==> config.mk <==
export PLATFORM = sky130hd
export DESIGN_NAME = instr_fetch
export DESIGN_NICKNAME = d
export VERILOG_FILES = /design/src/rtl/core_pkg.sv /design/src/rtl/instr_fetch_if_id_reg.sv /design/src/rtl/instr_fetch.sv
export SDC_FILE = /design/constraint.sdc
export NUM_CORES = 1
export LEC_CHECK = 0
export ABC_AREA = 1
export CAP_MARGIN = 20
export CORE_MARGIN = 2
export CORE_UTILIZATION = 47
export DETAILED_ROUTE_END_ITERATION = 7
export PLACE_DENSITY = 0.92
export SYNTH_ARGS = -nofsm -noshare
export SYNTH_HDL_FRONTEND = slang
export SYNTH_SLANG_ARGS = --single-unit
==> constraint.sdc <==
create_clock -name clk -period 4.78 [get_ports clk]
set_input_delay 0.478 -clock clk [delete_from_list [all_inputs] [get_ports clk]]
set_output_delay 0.478 -clock clk [all_outputs]
set_load 0.01 [all_outputs]
==> src/rtl/core_pkg.sv <==
// Shared definitions for the RV32I core front end: fetch FSM states,
// the canonical NOP encoding and the PC legality rule.
package core_pkg;

  localparam logic [31:0] NOP_INSTR        = 32'h0000_0013;
  localparam logic [31:0] DEFAULT_RESET_PC = 32'h0000_0000;

  typedef enum logic {
    RUN  = 1'b0,
    HALT = 1'b1
  } fetch_state_t;

  // A PC is fetchable when word aligned and inside the ROM.
  function automatic logic pc_is_legal(input logic [31:0] pc, input int unsigned depth);
    return (pc[1:0] == 2'b00) && ({1'b0, pc} < (33'(depth) << 2));
  endfunction

endpackage

==> src/rtl/instr_fetch_if_id_reg.sv <==
// IF/ID pipeline slot: holds one fetched instruction and its PC.
// Priority is flush over load over consume.
module if_id_reg
  import core_pkg::*;
(
  input  logic        clk,
  input  logic        reset,
  input  logic        flush_i,
  input  logic        load_i,
  input  logic        consume_i,
  input  logic [31:0] instr_i,
  input  logic [31:0] pc_i,
  output logic        valid_o,
  output logic [31:0] instr_o,
  output logic [31:0] pc_o
);

  logic        valid_q;
  logic [31:0] instr_q;
  logic [31:0] pc_q;

  // NOTE: sequential state uses non-blocking assignments so every register
  // samples pre-edge values regardless of statement order.
  always_ff @(posedge clk or posedge reset) begin
    if (reset) begin
      valid_q <= 1'b0;
      instr_q <= NOP_INSTR;
      pc_q    <= '0;
    end else if (flush_i) begin
      valid_q <= 1'b0;
      instr_q <= NOP_INSTR;
    end else if (load_i) begin
      valid_q <= 1'b1;
      instr_q <= instr_i;
      pc_q    <= pc_i;
    end else if (consume_i) begin
      valid_q <= 1'b0;
    end
  end

  assign valid_o = valid_q;
  assign instr_o = instr_q;
  assign pc_o    = pc_q;

endmodule

==> src/rtl/instr_fetch.sv <==
// Instruction fetch stage: PC register, RUN/HALT fault FSM, redirect/flush,
// transfer counter, and the IF/ID slot feeding the decoder.
module instr_fetch
  import core_pkg::*;
#(
  parameter logic [31:0] RESET_PC  = DEFAULT_RESET_PC,
  parameter int unsigned ROM_DEPTH = 64
) (
  input  logic        clk,
  input  logic        reset,
  output logic [31:0] instr_rAddr,
  input  logic [31:0] instr_opcode,
  input  logic        redirect_valid,
  input  logic [31:0] redirect_addr,
  input  logic        id_ready,
  output logic        id_valid,
  output logic [31:0] id_instr,
  output logic [31:0] id_pc,
  output logic [31:0] id_pc_plus4,
  output logic        fetch_err,
  output logic [31:0] fetch_count
);

  fetch_state_t state_q, state_d;
  logic [31:0]  pc_q, pc_d;
  logic [31:0]  count_q, count_d;
  logic         load, flush, transfer;

  // NOTE: every always_comb output gets a default first so no path can
  // leave a signal unassigned and infer a latch.
  always_comb begin
    state_d  = state_q;
    pc_d     = pc_q;
    load     = 1'b0;
    flush    = 1'b0;
    transfer = id_valid && id_ready;

    unique case (state_q)
      RUN: begin
        if (redirect_valid) begin
          pc_d     = redirect_addr;
          flush    = 1'b1;
          transfer = 1'b0;
          if (!pc_is_legal(redirect_addr, ROM_DEPTH)) state_d = HALT;
        end else if (!pc_is_legal(pc_q, ROM_DEPTH)) begin
          state_d = HALT;
        end else if (!id_valid || id_ready) begin
          load = 1'b1;
          pc_d = pc_q + 32'd4;
        end
      end
      // Halted: redirects ignored, PC frozen; a pending slot may still drain.
      HALT: ;
      default: state_d = HALT;
    endcase

    count_d = count_q + 32'(transfer);
  end

  always_ff @(posedge clk or posedge reset) begin
    if (reset) begin
      state_q <= RUN;
      pc_q    <= RESET_PC;
      count_q <= '0;
    end else begin
      state_q <= state_d;
      pc_q    <= pc_d;
      count_q <= count_d;
    end
  end

  if_id_reg u_if_id_reg (
    .clk       (clk),
    .reset     (reset),
    .flush_i   (flush),
    .load_i    (load),
    .consume_i (transfer),
    .instr_i   (instr_opcode),
    .pc_i      (pc_q),
    .valid_o   (id_valid),
    .instr_o   (id_instr),
    .pc_o      (id_pc)
  );

  assign instr_rAddr = pc_q;
  assign id_pc_plus4 = id_pc + 32'd4;
  assign fetch_err   = (state_q == HALT);
  assign fetch_count = count_q;

endmodule
# Word-level counts from Yosys, hierarchy flattened
# Index checks and enable logic that the tools add are counted.
op_classes:
  order_cmp: 2
  n_bitwise: 2
  reduce_logical: 13
  muxes: 20
  addsub: 3
ops:
  columns: ["op", "count"]
  rows:
  - ["32-bit 2-to-1 mux", 5]
  - ["32-bit by 3-bit adder with 32-bit output (second input constant)", 2]
  - ["32-bit by 9-bit less-than comparator with 1-bit output (second input constant)", 2]
  - ["32-bit by 1-bit adder with 32-bit output", 1]
  - ["1-bit 2-to-1 mux", 15]
  - ["2-bit nonzero test", 3]
  - ["2-bit logical NOT", 2]
  - ["1-bit logical AND", 3]
  - ["3-bit AND reduction", 1]
  - ["3-bit nonzero test", 1]
  - ["1-bit NOT", 2]
  - ["2-bit AND reduction", 1]
  - ["1-bit logical NOT", 1]
  - ["1-bit logical OR", 1]
word_totals:
  in_bits: 68
  regBits: 130
  output_inout_bits: 162

# Longest topological paths before layout
# Gate-level depths: netlist (run 1).
depth:
  ltp_word: 8
  depth_mapped: 14

# Hierarchy
# From an unflattened synthesis (run 1), not the netlist that was laid out.
unflattened:
  cells_unflattened: 1013
  area_unflattened_um2: 7448.4
by_module_without_submodules:
  columns: ["module", "instances", "cells_per_inst", "area_each_um2"]
  rows:
  - ["instr_fetch", 1, 730, 4883.4]
  - ["if_id_reg", 1, 283, 2565.0]

# Worst setup path after synthesis (run 1)
# OpenSTA, ideal clock, no wires.
synth_path:
  path_type: "in2reg"
  start: "input port redirect_valid"
  end: "register count_q[26], in the netlist fetch_count[26]"
  required_time_ns: 4.701
  stages: 14
  setup_ns: 0.079
  arrival_time_ns: 2.343
  slack_ns: 2.358
  path_cell_list: "buf_4 -> inv_1 -> nor2_2 -> buf_2 -> nor3_1 -> ha_1 -> ha_1 -> inv_1 -> nor2_2 -> nand2_1 -> nor2_2 -> nand3_1 -> nor2_1 -> xor2_1"
synth_between:
  elab_chain_len: 3
synth_lines:
  columns: ["element", "line", "text"]
  rows:
  - ["start: declaration", "instr_fetch.sv:13", "input logic redirect_valid,"]
  - ["1-bit 2-to-1 mux", "instr_fetch.sv:40", "if (redirect_valid) begin"]
  - ["1-bit 2-to-1 mux", "instr_fetch.sv:38", "unique case (state_q)"]
  - ["32-bit by 1-bit adder with 32-bit output", "instr_fetch.sv:57", "count_d = count_q + 32'(transfer);"]
  - ["named net count_d[26]", "instr_fetch.sv:26", "logic [31:0] count_q, count_d;"]
  - ["end signal: assignment", "instr_fetch.sv:68", "count_q <= count_d;"]
  - ["end: declaration", "instr_fetch.sv:26", null]
# The timed path passes the listed nets, and every way through them passes these cells.
# A chain may end at the register's enable or synchronous reset.

# Worst setup path after layout (run 1)
layout_path:
  start: "register u_if_id_reg.pc_q[2], in the netlist u_if_id_reg.pc_o[2]"
  end: "output port id_pc_plus4[23]"
layout_between:
  elab_chain_len: 1
layout_lines:
  columns: ["element", "line", "text"]
  rows:
  - ["start: declaration", "instr_fetch_if_id_reg.sv:20", "logic [31:0] pc_q;"]
  - ["start signal: assignment", "instr_fetch_if_id_reg.sv:35", "pc_q <= pc_i;"]
  - ["32-bit by 3-bit adder with 32-bit output", "instr_fetch.sv:86", "assign id_pc_plus4 = id_pc + 32'd4;"]
  - ["end: declaration", "instr_fetch.sv:19", "output logic [31:0] id_pc_plus4,"]
# Every way passes these cells.

==> results of run 1 <==
## worst max-delay path, delay by kind of cell, from the launching register on
| kind | cells | cell delay [ns] |
|---|---|---|
| xor gates and xnor gates | 1 | 0.17 |
| buffers and inverters | 1 | 0.55 |
| and+or+nand+nor | 6 | 1.01 |
| DFF | 1 | 0.48 |
## layer usage
metal / wire length (um) / part of all wire
met1: 9180 / 0.41
met4: 668 / 0.030
met5: 0 / 0
met2: 10400 / 0.47
met3: 2040 / 0.091
## where the power goes
| part | leakage [nW] | total, W | internal, W | switching, W |
|---|---|---|---|---|
| clock | 0.275 | 0.00129 | 0.000806 | 0.000479 |
| sequential | 1.71 | 0.00116 | 0.00112 | 0.0000355 |
| combinational | 2.84 | 0.000214 | 0.000112 | 0.000103 |
## logic make-up after synthesis
group,after synthesis,synth area share
muxes,2,0.00276
xor gates and xnor gates,57,0.0689
and+or+nand+nor,621,0.369
AOI/OAI and AO/OA,35,0.0259
buffers and inverters,132,0.0764
DFF,130,0.450
adders and majority gates,4,0.00691
## cell type report
type | instances | area (um^2)
fillers | 1271 | 4930
multi-input cells | 719 | 3430
flip-flops and latches | 130 | 3260
repair buffers | 233 | 2320
clock buffers | 23 | 478
inverters | 102 | 385
well taps | 188 | 235
clock inverters | 9 | 105
## worst min-delay path by stage
stage,from,cells after the start,end,slack (ns)
detailed placement,u_if_id_reg.instr_o[1],2,u_if_id_reg.instr_o[1],0.48
floorplan,u_if_id_reg.instr_o[1],2,u_if_id_reg.instr_o[1],0.47
global placement,u_if_id_reg.instr_o[4],2,u_if_id_reg.instr_o[4],0.46
global route,reset,2,u_if_id_reg.pc_o[0],0.50
CTS,reset,2,u_if_id_reg.pc_o[0],0.47
finish,reset,2,u_if_id_reg.pc_o[0],0.46
## placed cells by master (no fill, tap or decap), types with 6 or more instances in the layout
cell	synthesis	routed
a21oi_1	9	9
clkbuf_16	0	17
clkdlybuf4s50_1	0	229
dfrtp_1	127	127
inv_1	100	99
nand2_1	315	315
nand3_1	116	116
nand4_1	14	14
nor2_1	111	111
nor2_2	6	6
nor3_1	33	33
o21ai_0	19	19
or2_2	10	10
xnor2_1	20	20
xor2_1	37	37
## registers in the layout, summed over array words and instances (netlist names)
signal and count:
fetch_count 32, fetch_err 1, instr_rAddr 32, u_if_id_reg.instr_o 32, u_if_id_reg.pc_o 32, u_if_id_reg.valid_o 1
## through the flow
stage          hold slack, ns  std cells  utilization
2_1_floorplan           0.474        981            -
3_3_place_gp            0.456       1372        0.636
3_5_place_dp            0.476       1372        0.636
4_1_cts                 0.466       1404        0.674
5_1_grt                 0.502       1404        0.674
6_report                0.460       1404        0.674
==> flow_metrics.py, run 1 <==
metrics = {
    "yosys": {
        "netlist_instances": 981,
        "ys_seq_elements": 130,
        "ys_seq_area_frac": 0.450,
        "synth.area.top_cells": "dfrtp_1, nand2_1, nand3_1",
        "yosysTopAreaCell": "dfrtp_1",
        "synth_top_area_frac": 0.439,
        "async_flop_share": 1.00,
        "synth.net_count": 1053,
        "synth.most_common_cell": "nand2_1",
        "ys_top_cells_by_count": "nand2_1, dfrtp_1, nand3_1, nor2_1, inv_1",
        "synthDistinctLibCells": 37,
        "ys_dominant_reg_cell": "dfrtp_1",
        "synth_edf_count": 0,
        "synth.cell_area_um2": 7240,
        "syn_area_per_cell_um2": 7.38,
        "synth_warnings": 0,
    },
    "placed_design": {
        "dpl_worst_slack_ns": 1.51,
        "io_buffers": 229,
        "hpwl_um": 16600,
        "gp_congestion": 1.04,
        "placed_area_um2": 9630,
    },
    "timing": {
        "min_period_over_period": 0.652,
        "drv_slew": 0,
        "finalSetupTns_ns": 0,
        "slew_headroom": 0.362,
        "worst_slew_pin_slew_ns": 0.955,
        "setup_viol": 0,
        "fin_ws_ns": 1.66,
        "finalHoldViolCount": 0,
        "min_period_ns": 3.12,
        "skew_ns": 0.00884,
        "max_freq_mhz": 321,
        "rsz0062_at_grt": "no",
    },
    "global_route": {
        "track_usage": 0.275,
        "grt_max_degree": 53,
        "grt_pass1_vias": 7107,
        "antenna_found_initial": 0,
        "grt-ovfl-total": 0,
        "busiest_layer": "met2",
        "met1_usage": 0.362,
        "gr-usage-met3": 0.0605,
        "grt_pass1_wl_um": 35700,
        "grtUsageMet2": 0.446,
    },
    "cells_and_area": {
        "fin_nets": 1275,
        "synthToLayoutAreaGrowth_pct": 41.1,
        "drive_gt1_frac": 0.0502,
        "n_antenna_cell": 0,
        "postLayoutCellArea_um2": 10200,
    },
    "floorplanning": {
        "io_pins": 230,
        "start_util": 0.478,
        "die-area_um2": 16400,
        "core_um2": 15100,
        "fp.dieH_um": 128,
        "rows": 45,
        "die_x_um": 128,
    },
    "power_and_ir_drop": {
        "p_leak_nw": 4.83,
        "p_per_area_nw_per_um2": 260,
        "ir_worst_vdd_mv": 0.295,
        "power_w": 0.00266,
    },
    "worst_setup_path": {
        "worstSetupPathType": "flop to primary output",
        "cp-endpoint": "id_pc_plus4[23]",
        "cp_max_fo": 5,
        "cp_data_required_time_ns": 4.30,
        "critPathSlowestCell": "clkdlybuf4s50_1",
        "reg2reg_from": "instr_rAddr[30]",
        "critPathArrivalTime_ns": 2.64,
        "critPathMaxStageDelay_ns": 0.55,
        "critPathMostFrequentCell": "nor2_2",
        "crit_chain": "nand3_2 > nor2_2 > nand2_1 > nor2_2 > nand3_1 > nor2_1 > xor2_1 > clkdlybuf4s50_1",
        "setup.worst_path.end_class": "primary output",
        "reg2reg_slack_ns": 1.99,
        "critPathLaunchType": "flop",
        "ff2ff_path_depth": 6,
        "critPathLaunch": "u_if_id_reg.pc_o[2]",
        "r2r-end": "u_if_id_reg.pc_o[4]",
    },
    "clocking": {
        "ctsHoldBuffers": 0,
        "h-tree-depth": 4,
        "clkTransAtPathRegs_ns": 0.06,
        "postCtsSetupBuffers": 0,
        "cts_tree": "built",
        "clockBufferDepth": 2,
        "numCtsBuffers": 17,
        "cts_root_buf": "clkbuf_16",
        "cts.sinks": 130,
        "cts_resized": 0,
        "clk_latency_ns": 0.41,
    },
    "job": {
        "cap_violations": 0,
    },
    "min_path": {
        "hp-class": "input pin to async pin",
    },
    "detailed_routing": {
        "drtIter0Drc": 661,
        "vias": 7562,
        "wirelength_um": 22300,
        "drc": 0,
        "postRouteAntennaNets": 0,
        "firstDrtPassIters": 5,
        "via_per_inst": 5.39,
        "wl_per_cell_um": 15.9,
    },
    "run_status": {
        "outcome": "finished clean",
    },
}
(Power assumes the default switching activity.)
==> run 2, diff against run 1 <==
==> constraint.sdc (replaced) <==
create_clock -name clk -period 3.3 [get_ports clk]
set_input_delay 0.33 -clock clk [delete_from_list [all_inputs] [get_ports clk]]
set_output_delay 0.33 -clock clk [all_outputs]
set_load 0.01 [all_outputs]
==> flow_metrics.py, run 2 (synthesis gave the netlist of run 1 again) <==
metrics = {
    "run_status": {
        "outcome": "finished clean",
    },
    "global_route": {
        "grt_pass1_vias": 7070,
        "grt-ovfl-total": 0,
        "grt_pass1_wl_um": 36600,
        "grt_max_degree": 53,
        "antenna_found_initial": 0,
        "track_usage": 0.284,
    },
    "timing": {
        "min_period_over_period": 0.869,
        "drv_slew": 0,
        "finalSetupTns_ns": 0,
        "max_freq_mhz": 349,
        "fin_ws_ns": 0.431,
        "skew_ns": 0.00913,
        "setup_viol": 0,
        "finalHoldViolCount": 0,
        "worst_slew_pin_slew_ns": 0.844,
        "min_period_ns": 2.87,
        "rsz0062_at_grt": "no",
        "slew_headroom": 0.436,
    },
    "floorplanning": {
        "die_x_um": 128,
        "core_um2": 15100,
        "fp.dieH_um": 128,
        "rows": 45,
        "start_util": 0.478,
        "io_pins": 230,
        "die-area_um2": 16400,
    },
    "power_and_ir_drop": {
        "power_w": 0.00382,
        "ir_worst_vdd_mv": 0.334,
        "switching_share": 0.254,
        "combPwrFrac": 0.082,
        "p_per_area_nw_per_um2": 373,
        "p_leak_nw": 4.84,
        "clockPowerShare": 0.479,
        "seq_power_share": 0.439,
        "p_switching_w": 0.000969,
        "cellInternalPower_w": 0.00285,
    },
    "cells_and_area": {
        "synthToLayoutAreaGrowth_pct": 41.5,
        "mostFrequentLayoutCells": "nand2_1, clkdlybuf4s50_1, dfrtp_1",
        "n_antenna_cell": 0,
        "postLayoutCellArea_um2": 10200,
        "final_common_cell": "nand2_1",
        "drive_gt1_frac": 0.0549,
        "fin_nets": 1279,
        "nFillCells": 1273,
    },
    "clocking": {
        "cts.sinks": 130,
        "postCtsSetupBuffers": 0,
        "cts_resized": 0,
        "cts_tree": "built",
        "h-tree-depth": 4,
        "numCtsBuffers": 17,
        "cts_root_buf": "clkbuf_16",
        "clkTransAtPathRegs_ns": 0.07,
        "clockBufferDepth": 2,
        "clk_latency_ns": 0.42,
        "ctsHoldBuffers": 0,
    },
    "detailed_routing": {
        "firstDrtPassIters": 7,
        "via_per_inst": 5.25,
        "postRouteAntennaNets": 0,
        "dr.max_layer_used": "met4",
        "drtIter0Drc": 600,
        "met3_length_um": 1920,
        "met2_length_um": 10700,
        "wl_met1_um": 9620,
        "vias": 7388,
        "wirelength_um": 22700,
        "wl_per_cell_um": 16.1,
        "drc": 0,
    },
    "worst_setup_path": {
        "worstSetupPathType": "flop to primary output",
        "setup.worst_path.end_class": "primary output",
        "critPathMaxStageDelay_ns": 0.55,
        "cp_data_required_time_ns": 2.97,
        "critPathMostFrequentCell": "nand2_1",
        "cp_max_fo": 5,
        "ff2ff_path_depth": 8,
        "critPathLaunchType": "flop",
        "critPathSlowestCell": "clkdlybuf4s50_1",
        "crit_chain": "ha_1 > nand2_1 > nor2_1 > nand3_1 > inv_1 > nand2_1 > xor2_1 > clkdlybuf4s50_1",
        "critPathArrivalTime_ns": 2.54,
    },
    "placed_design": {
        "hpwl_um": 17400,
        "io_buffers": 229,
        "gp_congestion": 0.981,
        "dpl_worst_slack_ns": 0.762,
        "placed_area_um2": 9670,
    },
    "min_path": {
        "hp-class": "input pin to async pin",
    },
    "job": {
        "cap_violations": 0,
    },
}
run 2: cell count changes in the layout (fill, tap and decap cells not counted), sizes merged:
cell	before	now
inv	102	109
clkbuf	23	18
buf	4	8
clkinv	3	1
bufinv	2	1
clkinvlp	4	5
run 2: path summary, 6_finish.rpt:
| check | from | endpoint | slack, ns |
|---|---|---|---|
| worst max-delay path | u_if_id_reg.pc_o[2] | id_pc_plus4[30] | 0.43 |
| worst min-delay path | reset | fetch_count[26] | 0.32 |
| worst max register to register | instr_rAddr[30] | instr_rAddr[14] | 1.04 |
| worst min register to register | u_if_id_reg.instr_o[4] | u_if_id_reg.instr_o[4] | 0.48 |
| max in group asynchronous | reset | u_if_id_reg.instr_o[0] | 2.19 |
| min in group clk | instr_opcode[27] | u_if_id_reg.instr_o[27] | 0.44 |
run 2: cell type report:
cell class / count / area, um^2 / share of cell area
multi-input cells: 719 / 3430 / 0.335
flip-flops and latches: 130 / 3260 / 0.318
repair buffers: 237 / 2360 / 0.231
clock buffers: 18 / 429 / 0.0419
inverters: 102 / 387 / 0.0377
well taps: 188 / 235 / 0.0230
clock inverters: 14 / 144 / 0.0140
run 2: power groups by stage:
stage | sequential [W] | combinational (W) | clock [W]
after floorplan | 0.00170 | 0.000117 | 0
after global placement | 0.00170 | 0.000307 | 0
after detailed placement | 0.00170 | 0.000313 | 0
after CTS | 0.00167 | 0.000314 | 0.00185
after global routing | 0.00168 | 0.000342 | 0.00194
final | 0.00168 | 0.000312 | 0.00183
run 2: metal layers:
layer / global-route usage / up-vias
met5: 0 / -
met4: 0.0970 / 0
met3: 0.0597 / 41
met2: 0.460 / 397
met1: 0.381 / 3408
li1: - / 3542
run 2: critical path, delay by kind of cell, from the launching register on:
family                   cells  cell delay, ns
adder cells (fa/ha/maj)      1            0.24
AND/OR/NAND/NOR              4            0.68
flip-flops                   1            0.42
buffers and inverters        2            0.64
XOR/XNOR                     1            0.13
run 2: per-stage QoR:
step                hold slack [ns]  instances  utilization
global placement              0.458       1376        0.639
finish                        0.322       1408        0.677
detailed placement            0.473       1376        0.639
CTS                           0.316       1408        0.677
global route                  0.353       1408        0.677
floorplan                     0.429        981            -
==> RTL change 1 (config.mk and constraints of run 2) <==
Set the parameter `ROM_DEPTH` to 48 (it was 64).
--- a/src/rtl/instr_fetch.sv
+++ b/src/rtl/instr_fetch.sv
@@ -5,5 +5,5 @@
 #(
   parameter logic [31:0] RESET_PC  = DEFAULT_RESET_PC,
-  parameter int unsigned ROM_DEPTH = 64
+  parameter int unsigned ROM_DEPTH = 48
 ) (
   input  logic        clk,
Check against the original RTL: not equivalent (Yosys sat finds a counterexample within 4 cycles, from zero or initial values and one cycle with reset high).
==> RTL change 1 against run 2 <==
Sequential share of layout area is 1.4 points higher. Die area shrank 6.2%. Cell area fell by 4.1%. Final cell count shrank 6.7%. Sequential cell count stayed put. Setup slack better by 7.6 ps. Fmax up 0.27%. Clock skew is 3.2 ps higher. Global-route usage fell by 0.24 points. Routed wire length fell by 8.0%. Synthesized area is 6.4% lower. Power shrank 1.5%. Synthesized cell count is 9.2% lower. Critical endpoint is now id_pc_plus4[15]. Largest cell class is now flip-flops and latches.
==> RTL change 1: results (changes against run 2) <==
post-synthesis sequential area ratio: 48.1% (+3.1 points)
detailed-route via count: 6793 (-8.1%)
largest net degree at the start of global routing: 57 (+7.5%)
htree depth: 4 (unchanged)
Final setup viols: 0 (unchanged)
vias in the first global route: 6575 (-7.0%)
gp weighted congestion: 0.954 (-2.7%)
Crit path max-delay family: simple AND/OR/NAND/NOR gates
status: finished, final reports clean
clock skew: 12.3 ps (+3.22 ps)
CP max stage cell: clkdlybuf4s50_1
NumNets Final: 1193 (-6.7%)
Least-Margin Pin Slew: 787 ps (-57.1 ps)
GRT Total Usage: 28.2% (-0.24 points)
PortBufs: 229 (unchanged)
1st-pass router iterations: 5 (-2)
maximum fanout along the worst path: 4 (-1)
VDD IR-drop max: 0.000362 V (+8.3%)
CP max stage delay: 550 ps (about the same)
antenna viol nets, final: 0 (unchanged)
Commonest cells post-synth: nand2_1, dfrtp_1, nor2_1, inv_1, nand3_1
Netlist cell types: 29 (-22%)
CP Data Arrival Time: 2530 ps (about the same)
final wirelength: 20900 µm (-8.0%)
initial drt markers: 550 (-8.3%)
P_leak: 4.76 nW (-1.7%)
placed cell area: 0.00925 mm² (-4.4%)
switch share: 22.5% (-2.9 points)
share of layout cells above drive strength 1: 4.68% (-0.81 points)
syn_nets: 963 (-8.5%)
# diodes: 0 (unchanged)
first-pass GRT wire length: 33000 µm (-10%)
post-CTS setup buffer count: 0 (unchanged)
Area contributors post-synth: dfrtp_1, nand2_1, nand3_1
fraction of registers with async set/reset: 100% (unchanged)
initial antenna violation count: 0 (unchanged)
post-DP HPWL: 15900 µm (-9.0%)
[RTL change 1: worst register-to-register path, stage by stage, from the launching register on]
cell	delay, ps
dfrtp_1	450
nor2_1	170
nand2_1	80
nor2_1	100
nand3_1	80
nor2_1	210
nand3_1	570
buf_4	440
nand2_1	80
inv_1	40
[RTL change 1: through the flow]
stage | setup WS (ps) | util [%] | hold slack (ps) | std cells
global route | 153 | 70.2 | 451 | 1313
CTS | 424 | 70.2 | 418 | 1313
detailed placement | 773 | 66.1 | 469 | 1282
floorplan | 1160 | - | 440 | 891
global placement | 849 | 66.1 | 455 | 1282
finish | 438 | 70.2 | 404 | 1313
[RTL change 1: routing by layer]
layer | track usage (%) | share of wire [%] | vias to the layer above
met5 | 0 | 0 | -
met4 | 14.1 | 3.5 | 0
li1 | - | - | 3267
met2 | 46.0 | 48 | 309
met3 | 7.74 | 8.7 | 52
met1 | 34.2 | 40 | 3165
[RTL change 1: final timing paths]
check | start | endpoint | slack [ps] | cells past startpoint
setup / recovery | u_if_id_reg.pc_o[9]$_DFFE_PP0P_ | id_pc_plus4[15] | 440 | 6
hold / removal | reset | fetch_count[25]$_DFF_PP0_ | 400 | 2
setup reg to reg | instr_rAddr[12]$_DFFE_PP0P_ | u_if_id_reg.pc_o[24]$_DFFE_PP0P_ | 960 | 9
hold reg to reg | u_if_id_reg.instr_o[4]$_DFFE_PP1P_ | u_if_id_reg.instr_o[4]$_DFFE_PP1P_ | 480 | 2
max in group asynchronous | reset | u_if_id_reg.instr_o[4]$_DFFE_PP1P_ | 2110 | 3
min in group clk | instr_opcode[17] | u_if_id_reg.instr_o[17]$_DFFE_PP0P_ | 450 | 3
[RTL change 1: area by class of cell]
type	count	area, µm²
clock buffers	21	460
clock inverters	10	110
fillers	1079	4170
well taps	180	225
multi-input cells	640	3030
flip-flops and latches	130	3260
inverters	93	353
repair buffers	239	2390
[RTL change 1: kinds of logic (layout without fill, tap and decap cells)]
kind of cell | Yosys count | after routing | synth area share [%]
xor+xnor | 60 | 60 | 7.75
simple gates | 538 | 538 | 33.3
compound gates | 38 | 38 | 2.88
flops | 130 | 130 | 48.1
buf+inv | 121 | 363 | 7.31
fa+ha+maj | 4 | 4 | 0.738
[RTL change 1: power by group through the flow]
stage,Clock [mW],Sequential [mW],Combinational (mW)
2_1_floorplan,0,1.69,0.0961
3_3_place_gp,0,1.69,0.276
3_5_place_dp,0,1.69,0.283
4_1_cts,1.84,1.66,0.285
5_1_grt,1.93,1.66,0.312
6_report,1.82,1.66,0.282
==> RTL change 2 (flow settings as in run 2) <==
Made on the original files. Register the output `fetch_count` once more, cleared by the reset; this adds one clock of latency there. The other outputs are not delayed to match.
--- a/src/rtl/instr_fetch.sv
+++ b/src/rtl/instr_fetch.sv
@@ -86,5 +86,11 @@
   assign id_pc_plus4 = id_pc + 32'd4;
   assign fetch_err   = (state_q == HALT);
-  assign fetch_count = count_q;
+  always_ff @(posedge clk or posedge reset) begin
+    if (reset) begin
+      fetch_count <= '0;
+    end else begin
+      fetch_count <= count_q;
+    end
+  end
 
 endmodule
Check against the original RTL: not equivalent (Yosys sat finds a counterexample within 4 cycles, from zero or initial values and one cycle with reset high).
==> RTL change 2 against run 2 <==
Cell area is 8.4% higher. Fmax is 0.32% lower. Register-to-register slack worse by 30 ps. Routed wire length is 7.9% higher. Critical path depth is 2 lower. Largest cell class is now flip-flops and latches. Power is 11% higher. Setup slack worse by 9.2 ps. Sequential cell count is 32 higher. Non-clock buffer count is 3 higher. Synthesized area is 11% higher.
==> RTL change 2: results (changes against run 2) <==
crit share post-route: 87.2% (+0.28 points)
NumNets Final: 1322 (+3.4%)
initial drt markers: 490 (-18%)
synth warn: 0 (unchanged)
fraction of registers with async set/reset: 100% (unchanged)
worst reg2reg path depth: 11 (+3)
CP Data Arrival Time: 2550 ps (about the same)
Fillers: 1334 (+4.8%)
Hold/Removal Path Class: input pin to async pin
syn_nets: 1093 (+3.8%)
CTS Buffer Depth: 2 (unchanged)
post-CTS setup buffer count: 0 (unchanged)
share of layout cells above drive strength 1: 5.78% (+0.29 points)
Setup crit start: u_if_id_reg.pc_o[11]$_DFFE_PP0P_
M3 GR Usage: 4.99% (-0.98 points)
GRT met1 Usage: 37.0% (-1.2 points)
R2R Path End: count_q[24]$_DFF_PP0_
initial antenna violation count: 0 (unchanged)
clock slew seen by the registers of the worst setup and hold paths: 70 ps (about the same)
R2R Setup Slk: 1010 ps (-30 ps)
# diodes: 0 (unchanged)
1st-pass router iterations: 5 (-2)
status: finished, final reports clean
post-DP HPWL: 18400 µm (+5.6%)
maximum fanout along the worst path: 5 (unchanged)
CTS Buf Count: 17 (unchanged)
final wirelength: 24500 µm (+7.9%)
clock root buffer: clkbuf_16
slew margin rel.: 55.9% (+12 points)
Commonest cells post-synth: nand2_1, dfrtp_1, nand3_1, nor2_1, inv_1
vias in the first global route: 7566 (+7.0%)
r2r startpoint: fetch_err$_DFF_PP0_
Setup crit end: id_pc_plus4[30]
CP max stage delay: 550 ps (about the same)
Netlist cell types: 31 (-16%)
Post-CTS Resized: 0 (unchanged)
htree depth: 4 (unchanged)
gp weighted congestion: 0.917 (-6.5%)
first-pass GRT wire length: 39800 µm (+8.6%)
Area contributors post-synth: dfrtp_1, nand2_1, nand3_1
GRT Total Usage: 27.9% (-0.51 points)
clock skew: 13.2 ps (+4.04 ps)
Place WS: 487 ps (-276 ps)
P_leak: 5.28 nW (+9.1%)
VDD IR-drop max: 0.000391 V (+17%)
PortBufs: 229 (unchanged)
clock latency on the worst-skew pair: 430 ps
met2 Track Usage GR: 46.9% (+0.88 points)
post-synthesis sequential area ratio: 50.5% (+5.6 points)
largest net degree at the start of global routing: 92 (+74%)
detailed-route via count: 7719 (+4.5%)
CP max stage cell: clkdlybuf4s50_1
[RTL change 2: cell types whose count changed in the layout (fill, tap and decap cells not counted), sizes merged, moves of 3 or more]
cell | before | now
buf | 8 | 11
clkinv | 1 | 7
dfrtp | 127 | 159
inv | 109 | 106
nand2 | 316 | 327
nor2 | 118 | 113
o211ai | 1 | 5
[RTL change 2: metal layers]
metal / share of wire (%) / up-vias
li1: - / 3693
met1: 42 / 3643
met2: 49 / 343
met3: 7.1 / 40
met4: 1.9 / 0
met5: 0 / -
[RTL change 2: stage by stage]
| stage | cells | area (µm²) |
|---|---|---|
| after floorplan | 1021 | 8030 |
| after global placement | 1451 | 10500 |
| after detailed placement | 1451 | 10500 |
| after CTS | 1483 | 11100 |
| after global routing | 1483 | 11100 |
| final | 1483 | 11100 |
[RTL change 2: area by class of cell]
type / instances / share of cell area, %
clock inverter: 12 / 0.890
inverter: 104 / 3.55
clock buffer: 20 / 4.11
timing repair buffer: 240 / 21.6
sequential: 162 / 36.5
tap: 220 / 2.48
multi-input combinational: 725 / 30.8
[RTL change 2: how the worst min path moves through the flow]
stage | start | slack, ps | cells after the start | end
floorplan | count_q[0]$_DFF_PP0_ | 360 | 0 | fetch_count[0]$_DFF_PP0_
global placement | count_q[31]$_DFF_PP0_ | 380 | 0 | fetch_count[31]$_DFF_PP0_
detailed placement | count_q[31]$_DFF_PP0_ | 390 | 0 | fetch_count[31]$_DFF_PP0_
CTS | reset | 360 | 2 | instr_rAddr[0]$_DFFE_PP0P_
global route | reset | 410 | 2 | instr_rAddr[1]$_DFFE_PP0P_
finish | reset | 360 | 2 | instr_rAddr[1]$_DFFE_PP0P_
[RTL change 2: power breakdown]
group          internal, mW  total [mW]  switching, mW  leakage [nW]
clock                  1.02        1.85          0.834         0.268
combinational         0.158       0.309          0.151          2.89
sequential             2.01        2.06         0.0467          2.13
[RTL change 2: cells by family (layout without fill, tap and decap cells)]
group	count (synthesis)	count (layout)	synth area share, %
and+or+nand+nor	622	622	32.7
DFF	162	162	50.5
muxes	2	2	0.249
AOI/OAI and AO/OA	39	39	2.68
adders and majority gates	4	4	0.623
xor gates and xnor gates	58	58	6.33
buffers and inverters	134	376	6.83
[RTL change 2: critical path, delay by kind of cell (launching register included)]
kind | cells | cell delay [ps]
XOR/XNOR | 1 | 170
AND/OR/NAND/NOR | 3 | 820
flip-flops | 1 | 490
buffers and inverters | 2 | 640
